$ cat src/rtl/deser_ctrl_pkg.sv
// Shared types for the deserializer capture sequencer: FSM state encoding,
// default frame length and the per-frame status bundle.
// No ports; imported by deser_capture_ctrl.
package deser_ctrl_pkg;

  // Pair groups the deserializer emits per frame; default expected pair count.
  localparam int FRAME_GROUPS  = 324;
  localparam int DEF_EXP_PAIRS = FRAME_GROUPS;

  typedef enum logic [2:0] {
    ST_IDLE     = 3'd0,
    ST_ARM      = 3'd1,
    ST_WAIT_SOF = 3'd2,
    ST_IN_FRAME = 3'd3,
    ST_STOPPING = 3'd4
  } state_e;

  typedef struct packed {
    logic frame_ok;
    logic err_len;
    logic err_timeout;
  } status_t;

endpackage

$ cat src/rtl/deser_capture_ctrl.sv
// Capture sequencer: gates the deserializer enable, tracks frame boundaries
// and pair strobes, checks pair count per frame, counts frames, flags errors.
// Ports: start/stop/num_frames/err_clear from host; frame_start_i/frame_end_i/
// pair_valid_i retimed deserializer pulses; deser_enable, busy, frame_done,
// frame_ok, frames_captured, err_len, err_timeout, state_o back to host/CSR.
module deser_capture_ctrl
  import deser_ctrl_pkg::*;
#(
  parameter int EXP_PAIRS      = DEF_EXP_PAIRS,
  parameter int PAIR_CNT_W     = 10,
  parameter int FRAME_CNT_W    = 16,
  parameter int TIMEOUT_CYCLES = 65535
) (
  input  logic                   clk_75mhz,
  input  logic                   rst_n,
  input  logic                   start,
  input  logic                   stop,
  input  logic [FRAME_CNT_W-1:0] num_frames,
  input  logic                   err_clear,
  input  logic                   frame_start_i,
  input  logic                   frame_end_i,
  input  logic                   pair_valid_i,
  output logic                   deser_enable,
  output logic                   busy,
  output logic                   frame_done,
  output logic                   frame_ok,
  output logic [FRAME_CNT_W-1:0] frames_captured,
  output logic                   err_len,
  output logic                   err_timeout,
  output logic [2:0]             state_o
);

  localparam int TMO_W = $clog2(TIMEOUT_CYCLES + 1);
  localparam logic [PAIR_CNT_W-1:0] PAIR_MAX = '1;
  localparam logic [PAIR_CNT_W-1:0] EXP_CNT  = PAIR_CNT_W'(EXP_PAIRS);
  localparam logic [TMO_W-1:0]      TMO_LAST = TMO_W'(TIMEOUT_CYCLES - 1);

  state_e                 state_q, state_d;
  logic [PAIR_CNT_W-1:0]  pair_cnt_q, pair_cnt_d;
  logic [FRAME_CNT_W-1:0] frames_q, frames_d;
  logic [FRAME_CNT_W-1:0] num_frames_q, num_frames_d;
  logic [TMO_W-1:0]       tmo_q, tmo_d;
  logic                   stop_pend_q, stop_pend_d;
  logic                   deser_en_q, deser_en_d;
  logic                   frame_done_q, frame_done_d;
  status_t                status_q, status_d;

  logic [PAIR_CNT_W-1:0]  pair_next;
  logic [FRAME_CNT_W-1:0] frames_inc;
  logic                   tmo_hit, len_set, tmo_set, watching;

  always_comb begin
    state_d           = state_q;
    pair_cnt_d        = pair_cnt_q;
    frames_d          = frames_q;
    num_frames_d      = num_frames_q;
    stop_pend_d       = stop_pend_q;
    frame_done_d      = 1'b0;
    status_d.frame_ok = status_q.frame_ok;
    len_set           = 1'b0;
    tmo_set           = 1'b0;

    // Count including a pair strobe in this cycle, saturating at all-ones.
    pair_next  = pair_valid_i ? ((pair_cnt_q == PAIR_MAX) ? PAIR_MAX : pair_cnt_q + PAIR_CNT_W'(1))
                              : pair_cnt_q;
    frames_inc = frames_q + FRAME_CNT_W'(1);
    // Any deserializer activity this cycle restarts the timeout window.
    tmo_hit    = (tmo_q == TMO_LAST) && !frame_start_i && !pair_valid_i;

    unique case (state_q)
      ST_IDLE: begin
        stop_pend_d = 1'b0;
        if (start) begin
          num_frames_d = num_frames;
          frames_d     = '0;
          state_d      = ST_ARM;
        end
      end
      ST_ARM: state_d = ST_WAIT_SOF;
      ST_WAIT_SOF: begin
        if (stop) begin
          state_d = ST_STOPPING;
        end else if (tmo_hit) begin
          tmo_set = 1'b1;
          state_d = ST_STOPPING;
        end else if (frame_start_i) begin
          pair_cnt_d = PAIR_CNT_W'(pair_valid_i);
          state_d    = ST_IN_FRAME;
        end
      end
      ST_IN_FRAME: begin
        if (stop) stop_pend_d = 1'b1;
        if (frame_end_i) begin
          frame_done_d      = 1'b1;
          status_d.frame_ok = (pair_next == EXP_CNT);
          len_set           = (pair_next != EXP_CNT);
          frames_d          = frames_inc;
          if (stop_pend_q || stop || ((num_frames_q != '0) && (frames_inc == num_frames_q))) begin
            state_d = ST_STOPPING;
          end else if (frame_start_i) begin
            // Back-to-back frame: a coincident pair belongs to the new frame too.
            pair_cnt_d = PAIR_CNT_W'(pair_valid_i);
          end else begin
            state_d = ST_WAIT_SOF;
          end
        end else if (frame_start_i) begin
          // Start without end: flag and resync on the new frame.
          len_set    = 1'b1;
          pair_cnt_d = PAIR_CNT_W'(pair_valid_i);
        end else if (tmo_hit) begin
          tmo_set = 1'b1;
          state_d = ST_STOPPING;
        end else begin
          pair_cnt_d = pair_next;
        end
      end
      ST_STOPPING: begin
        stop_pend_d = 1'b0;
        state_d     = ST_IDLE;
      end
      default: state_d = ST_IDLE;
    endcase

    watching = (state_q == ST_WAIT_SOF) || (state_q == ST_IN_FRAME);
    tmo_d    = (!watching || (state_d != state_q) || frame_start_i || pair_valid_i)
               ? '0 : tmo_q + TMO_W'(1);

    // Sticky errors: a set in the same cycle wins over clear.
    status_d.err_len     = len_set | (status_q.err_len & ~err_clear);
    status_d.err_timeout = tmo_set | (status_q.err_timeout & ~err_clear);

    // Registered enable so the deserializer sees a glitch-free level.
    deser_en_d = (state_d == ST_ARM) || (state_d == ST_WAIT_SOF) || (state_d == ST_IN_FRAME);
  end

  always_ff @(posedge clk_75mhz or negedge rst_n) begin
    if (!rst_n) begin
      state_q      <= ST_IDLE;
      pair_cnt_q   <= '0;
      frames_q     <= '0;
      num_frames_q <= '0;
      tmo_q        <= '0;
      stop_pend_q  <= 1'b0;
      deser_en_q   <= 1'b0;
      frame_done_q <= 1'b0;
      status_q     <= '0;
    end else begin
      state_q      <= state_d;
      pair_cnt_q   <= pair_cnt_d;
      frames_q     <= frames_d;
      num_frames_q <= num_frames_d;
      tmo_q        <= tmo_d;
      stop_pend_q  <= stop_pend_d;
      deser_en_q   <= deser_en_d;
      frame_done_q <= frame_done_d;
      status_q     <= status_d;
    end
  end

  assign deser_enable    = deser_en_q;
  assign busy            = (state_q != ST_IDLE);
  assign frame_done      = frame_done_q;
  assign frame_ok        = status_q.frame_ok;
  assign frames_captured = frames_q;
  assign err_len         = status_q.err_len;
  assign err_timeout     = status_q.err_timeout;
  assign state_o         = state_q;

endmodule
$ cat config.mk
export PLATFORM = sky130hd
export DESIGN_NAME = deser_capture_ctrl
export DESIGN_NICKNAME = d
export VERILOG_FILES = /design/src/rtl/deser_ctrl_pkg.sv /design/src/rtl/deser_capture_ctrl.sv
export SDC_FILE = /design/constraint.sdc
export NUM_CORES = 1
export LEC_CHECK = 0
export BUFFER_PORTS_ARGS = -buffer_cell sky130_fd_sc_hd__buf_2
export CAP_MARGIN = 20
export CORE_AREA = 2 2 110 112
export CTS_BUF_LIST = sky130_fd_sc_hd__clkbuf_8
export CTS_CLUSTER_DIAMETER = 60
export DETAILED_ROUTE_END_ITERATION = 16
export DIE_AREA = 0 0 112 114
export PLACE_DENSITY_LB_ADDON = 0.08
export SLEW_MARGIN = 20
export SYNTH_ARGS = -nofsm -noshare
export SYNTH_HDL_FRONTEND = slang
export SYNTH_SLANG_ARGS = --single-unit
export TNS_END_PERCENT = 1
$ cat constraint.sdc
create_clock -name clk_75mhz -period 5.8 [get_ports clk_75mhz]
set_input_delay 1.16 -clock clk_75mhz [delete_from_list [all_inputs] [get_ports clk_75mhz]]
set_output_delay 1.16 -clock clk_75mhz [all_outputs]
set_load 0.02 [all_outputs]
==> summary.txt, run 1 <==
Timing
  • Minimum clock period: 3.15 ns
  • RSZ-0062 raised after global routing: no
  • Post-route clock period utilization: 54.2%
  • Slew margin rel.: 41.7%
  • Setup_tns: 0 ns
  • Final setup viols: 0
  • Max-slew violations: 0
  • Final hold vios: 0
  • Fmax: between 300 and 400 MHz
  • Skew final: 0.0103 ns
  • Worst slew pin tran: between 0.8 and 0.9 ns

Finish
  • Layout area overhead: 15.1%
  • Layout cells sized above 1: between 10% and 20%
  • Fillers: ~1200
  • Non-Filler Instances: around 630
  • Final #Nets: roughly 510
  • Post-route cell area: ~4500 um2
  • Diode count: 0

Synth
  • Sequential cell area fraction in the yosys report: between 40 and 50%
  • Post-synth EDFFs: 0
  • Synth area leader: dfrtp_1
  • Yosys cell types: 59
  • Largest cells by area after synthesis: dfrtp_1 43%, o21ai_0 5.1%, nor2_1 4.9%, mux2_2 4.9%, xnor2_1 4.0%
  • #FFs+latches synth: 67
  • Top-area cell type share of the netlist area: between 40% and 50%
  • Mapped Area: around 4000 um2
  • Cell count after synthesis: about 440
  • Post-synth net total: between 400 and 500
  • Mean post-synth cell area: roughly 9 um2
  • Most used DFF post-synth: dfrtp_1
  • Ys async rst share: 100%
  • YS warnings: 0

GRT
  • All-Layer GR Usage: 17.0%
  • Vias in the first global route: 3214
  • Initial antenna violation count: 0
  • Pin count of the biggest net entering global routing: ~70
  • First-pass GRT wire length: around 17 mm
  • GRT overflow: 0

Worst setup path
  • CP required: between 6 and 7 ns
  • Startpoint Class: flop
  • CP endpoint kind: flop
  • CP peak stage delay: between 0.5 and 0.6 ns
  • Crit-path max FO: 9
  • Critical Path AT: 3.40 ns
  • Highest-delay cell along the critical path: dfrtp_1
  • Critical-path cell list: ha_1 > nand3_1 > nor3_1 > mux2_2 > o2111ai_1 > nor4_2 > o31ai_2 > nand2_1 > a22o_1
  • Worst Path Class, Setup: reg -> reg

Drt
  • Top Metal Used: met4
  • DRT Pass-1 Iters: 4
  • M1 wire length: 4.65 mm
  • Antenna-violating nets left: 0
  • Vias/cell: 5.39
  • Avg WL per Cell: 16.2 um
  • Iteration-0 DRC Markers: 230
  • Met2 routed WL: approximately 5 mm
  • WL final: ~10 mm
  • DRC: 0
  • DR WL met3: between 400 and 500 um
  • Via Count: ~3400

Floorplanning
  • Row count: 40
  • Die footprint: between 10000 and 15000 um2
  • Ports: 49
  • Starting density of the core: about 34%
  • Die Ht: about 110 um
  • Die X: ~110 um
  • Core Area: roughly 12000 um2

Power and ir drop
  • Internal Pwr Total: 1.05 mW
  • LEAKAGE: approximately 1.9 nW
  • Net load switching power: between 0.6 and 0.7 mW
  • Reg power frac: a little over two fifths
  • Maximum vdd drop: about 0.20 mV
  • Total Power: 1.65 mW
  • Sw Share: 36.6%
  • Fraction of power consumed by combinational cells: ~32%
  • Power density over cell area: ~360 nW/um2
  • Clock share of power: between 20% and 30%

CTS
  • CTS HTree Levels: 3
  • Post-cts sizing count: 0
  • CTS buffer count: 9
  • CTS tree: done
  • Clk_lat worst skew: approximately 0.36 ns
  • Clk buf depth: 2
  • CTS root buf: clkbuf_8
  • CTS Sinks: between 60 and 70
  • Clock slew at reported path FFs: about 0.080 ns
  • Post-CTS setup buffers: 0
  • Hold-fix buffers, CTS: 0

Placement
  • # port buffers: 48
  • Post-Place Cells: a little over 600
  • Dpl hpwl: 7.16 mm
  • DP Area: ~4300 um2
  • GP Congestion: 0.825

Run
  • Max-cap viol count: 0

Hold path
  • Worst Hold Class: reg -> reg

Outcome
  • Outcome: completed
[layout make-up]
class                   instances  area (um2)  share of cell area [%]
inverters                      15        56.3                    1.24
clock inverters                 7        85.1                    1.88
flip-flops and latches         67        1680                    37.0
clock buffers                   9         124                    2.73
well taps                     147         184                    4.06
multi-input cells             336        2150                    47.3
repair buffers                 51         263                    5.79
[power by group through the flow]
stage | clock network (mW) | logic, mW | registers, mW
after global placement | 0 | 0.531 | 0.707
after CTS | 0.444 | 0.534 | 0.698
after detailed placement | 0 | 0.535 | 0.706
final | 0.425 | 0.528 | 0.697
after global routing | 0.460 | 0.581 | 0.720
after floorplan | 0 | 0.382 | 0.683
[cells in the mapped netlist (2+ instances only)]
master	count
a211oi_1	2
a21o_1	2
a21oi_1	14
a22o_1	3
a31oi_1	7
and2_1	3
and3_1	10
and4_1	2
buf_2	2
clkbuf_1	15
clkbuf_2	3
dfrtp_1	67
ha_1	4
inv_1	15
mux2_2	17
mux2i_1	3
nand2_1	34
nand2b_1	2
nand3_1	22
nand4_1	9
nor2_1	51
nor2b_1	3
nor3_1	12
nor3b_1	2
nor4_1	10
nor4_2	2
o2111ai_1	4
o211ai_1	2
o21ai_0	40
o22a_1	2
o22ai_1	3
o31ai_1	6
or2_2	4
or3_1	3
xnor2_1	18
xor2_1	17
[metrics by stage]
step | util (%) | setup WS (ns) | hold slack, ns
after floorplan | - | 2.89 | 0.474
after global placement | 36.8 | 2.30 | 0.459
after detailed placement | 36.8 | 2.18 | 0.469
after CTS | 38.6 | 2.56 | 0.486
after global routing | 38.7 | 2.37 | 0.531
final | 38.7 | 2.65 | 0.482
[worst max-delay path, delay by kind of cell (launching register included)]
kind	cells	cell delay, ns
DFF	1	0.52
adders and majority gates	1	0.32
AOI/OAI and AO/OA	3	0.73
muxes	1	0.38
and+or+nand+nor	4	1.08
[worst paths after layout]
kind / from / end / slack (ns) / cells past startpoint
max: frames_captured[0]$_DFFE_PN0P_ / pair_cnt_q[8]$_DFFE_PN0P_ / 2.65 / 9
min: frame_ok$_DFFE_PN0P_ / frame_ok$_DFFE_PN0P_ / 0.48 / 2
max reg2reg: frames_captured[0]$_DFFE_PN0P_ / pair_cnt_q[8]$_DFFE_PN0P_ / 2.65 / 9
min reg2reg: frame_ok$_DFFE_PN0P_ / frame_ok$_DFFE_PN0P_ / 0.48 / 2
max in group asynchronous: rst_n / frames_captured[13]$_DFFE_PN0P_ / 4.23 / 2
min in group asynchronous: rst_n / frames_captured[3]$_DFFE_PN0P_ / 0.99 / 2
[cells in the final DEF (no fill, tap or decap), drive strengths merged, types with 4 or more instances in the layout]
cell	count
nand4	9
xnor2	18
nand2	34
mux2	17
nor2	51
o2111ai	4
ha	4
xor2	17
a31oi	7
a21oi	14
o31ai	7
inv	17
clkbuf	9
nand3	23
o21ai	40
dfrtp	67
and3	10
or2	5
buf	51
nor4	12
and2	4
nor3	12
[state kept, by name, indices dropped and copies added, names as in the netlist]
name,cells
err_timeout,1
deser_enable,1
state_o,3
frame_done,1
tmo_q,16
frames_captured,16
frame_ok,1
stop_pend_q,1
err_len,1
num_frames_q,16
pair_cnt_q,10
[cells by family after synthesis]
group	synth area share, %
mux	5.62
simple gates	23.1
fa+ha+maj	1.27
buf+inv	3.49
compound gates	16.2
xor+xnor	7.78
flops	42.6
[layer usage]
layer | vias to the layer above | GRT usage [%]
li1 | 1667 | -
met1 | 1646 | 22.6
met2 | 73 | 26.9
met3 | 18 | 3.77
met5 | - | 0
met4 | 0 | 7.07
(Power assumes the default switching activity.)
==> inputs of run 2 (changes only) <==
- clock period: 5.8 -> 3.1 ns (I/O delays scaled with it)
==> run 2 against run 1 <==
Sequential cell count stayed put. Setup slack worse by 2.4 ns. Clock power is 110% higher. Clock skew is 0.0031 ns lower. Fmax is 11% higher. Clock-buffer cell count is 1 higher. Combinational power is 99% higher. Critical path depth is 1 higher. Via count is 3.2% higher. Utilization is 1.3 points higher. Largest cell class unchanged.
==> summary.txt, run 2 (synthesized netlist as in run 1, its figures left out) <==
Timing
  • Fmax: 353 MHz
  • Post-route clock period utilization: 91.5%
  • Slew margin rel.: a little under three fifths
  • RSZ-0062 raised after global routing: no
  • Minimum clock period: approximately 2.8 ns
  • Max-slew violations: 0
  • Worst Hold Margin: approximately 0.27 ns
  • Final worst slack: 0.265 ns
  • Setup_tns: 0 ns
  • Skew final: a little over 0.007 ns
  • Final hold vios: 0
  • Final setup viols: 0
  • Worst slew pin tran: around 0.65 ns

Power and ir drop
  • Reg power frac: approximately 40%
  • Internal Pwr Total: around 2.1 mW
  • Clock share of power: 27.7%
  • Maximum vdd drop: ~0.21 mV
  • LEAKAGE: 2.01 nW
  • Fraction of power consumed by combinational cells: ~32%
  • Power density over cell area: roughly 700 nW/um2
  • Net load switching power: roughly 1.2 mW
  • Sw Share: between 30% and 40%

Finish
  • Sequential Area: between 1500 and 2000 um2
  • Post-route cell area: roughly 4700 um2
  • Diode count: 0
  • Layout area overhead: 19.0%
  • Most common cell after layout, fill and taps aside: dfrtp_1
  • Layout cells sized above 1: 22.2%
  • Final core utilization: 40.0%
  • Most frequent cells in the layout: 67 x dfrtp_1, 50 x nor2_1, 48 x buf_2
  • Fillers: roughly 1200
  • Multi-input gate area: roughly 2100 um2
  • Final #Nets: 522

Worst setup path
  • CP top delay family: simple AND/OR/NAND/NOR gates
  • Critical-path cell list: ha_1 > nand3_1 > buf_4 > nor2_1 > xnor2_1 > o2111ai_1 > nor4_4 > o31ai_2 > nand2_1 > o22a_1
  • CP endpoint kind: flop
  • CP required: around 3.4 ns
  • Critical Path AT: around 3.1 ns
  • Crit-path max FO: 7
  • Highest-delay cell along the critical path: dfrtp_1
  • WP buf/inv: 1
  • Worst Path Class, Setup: reg -> reg
  • CP peak stage delay: approximately 0.45 ns
  • Startpoint Class: flop

Placement
  • # port buffers: 48
  • Dpl hpwl: between 7 and 8 mm
  • DP Area: around 4400 um2
  • GP Congestion: around 0.83
  • Pre-CTS setup slack: ~0.27 ns

GRT
  • First-pass GRT wire length: between 15 and 20 mm
  • GRT overflow: 0
  • Vias in the first global route: about 3500
  • Initial antenna violation count: 0
  • Pin count of the biggest net entering global routing: between 60 and 70
  • All-Layer GR Usage: between 10% and 20%

Floorplanning
  • Ports: slightly below 50
  • Die X: about 110 um
  • Core Area: approximately 12000 um2
  • Starting density of the core: approximately a third
  • Die footprint: around 13000 um2
  • Row count: 40
  • Die Ht: 114 um

Drt
  • Iteration-0 DRC Markers: about 170
  • Antenna-violating nets left: 0
  • Vias/cell: ~5.4
  • Avg WL per Cell: 16.7 um
  • DRT Pass-1 Iters: 4
  • WL final: 10.8 mm
  • DRC: 0
  • Via Count: about 3500

Hold path
  • Worst Hold Class: in -> async

CTS
  • CTS root buf: clkbuf_8
  • Clock slew at reported path FFs: about 0.08 ns
  • Post-CTS setup buffers: 0
  • CTS buffer count: 9
  • Clk buf depth: 2
  • CTS tree: done
  • Clk_lat worst skew: 0.36 ns
  • CTS HTree Levels: 3
  • CTS Sinks: 67

Outcome
  • Outcome: completed

Run
  • Max-cap viol count: 0
==> run 2: final cells by class <==
| type | instances | area share, % |
|---|---|---|
| multi-input combinational | 336 | 45.8 |
| sequential | 67 | 35.8 |
| timing repair buffer | 65 | 8.12 |
| tap | 147 | 3.92 |
| clock buffer | 10 | 2.94 |
| clock inverter | 6 | 2.22 |
| inverter | 15 | 1.20 |
==> run 2: worst register-to-register path, cell delays in order, from the launching register on <==
cell	delay [ns]
dfrtp_1	0.45
ha_1	0.31
nand3_1	0.20
buf_4	0.21
nor2_1	0.20
xnor2_1	0.18
o2111ai_1	0.21
nor4_4	0.41
o31ai_2	0.12
nand2_1	0.28
o22a_1	0.20
==> run 2: final timing paths <==
| check | start | to | slack [ns] | cells past startpoint |
|---|---|---|---|---|
| setup reg to reg | frames_captured[1]$_DFFE_PN0P_ | pair_cnt_q[2]$_DFFE_PN0P_ | 0.26 | 10 |
| hold / removal | rst_n | frame_done$_DFF_PN0_ | 0.27 | 2 |
| max in group asynchronous | rst_n | tmo_q[15]$_DFF_PN0_ | 2.53 | 2 |
| setup / recovery | frames_captured[1]$_DFFE_PN0P_ | pair_cnt_q[2]$_DFFE_PN0P_ | 0.26 | 10 |
| min in group clk_75mhz | err_clear | err_len$_DFF_PN0_ | 0.45 | 2 |
| hold reg to reg | frame_ok$_DFFE_PN0P_ | frame_ok$_DFFE_PN0P_ | 0.49 | 2 |
==> run 2: power by group through the flow <==
stage / combinational, mW / sequential (mW) / clock [mW]
4_1_cts: 1.06 / 1.31 / 0.931
3_5_place_dp: 1.05 / 1.33 / 0
2_1_floorplan: 0.716 / 1.28 / 0
3_3_place_gp: 1.04 / 1.33 / 0
6_report: 1.05 / 1.31 / 0.903
5_1_grt: 1.16 / 1.34 / 0.964
==> run 2: per-stage QoR <==
stage	total power, mW	cells
final	3.26	646
after global routing	3.47	646
after CTS	3.30	646
after detailed placement	2.38	630
after global placement	2.37	630
after floorplan	1.99	438
==> run 2: metal layers <==
metal	global-route usage [%]	vias to the layer above	wire, um
li1	-	1697	-
met1	22.2	1737	4900
met2	30.3	63	5340
met3	3.13	15	370
met4	7.64	0	196
met5	0	-	0
==> run 2: repair_timing <==
item                                   CTS  global route
resized for setup                        0             2
endpoints found under the hold margin    0             0
setup endpoints to repair                0             1
hold buffers                             0             0
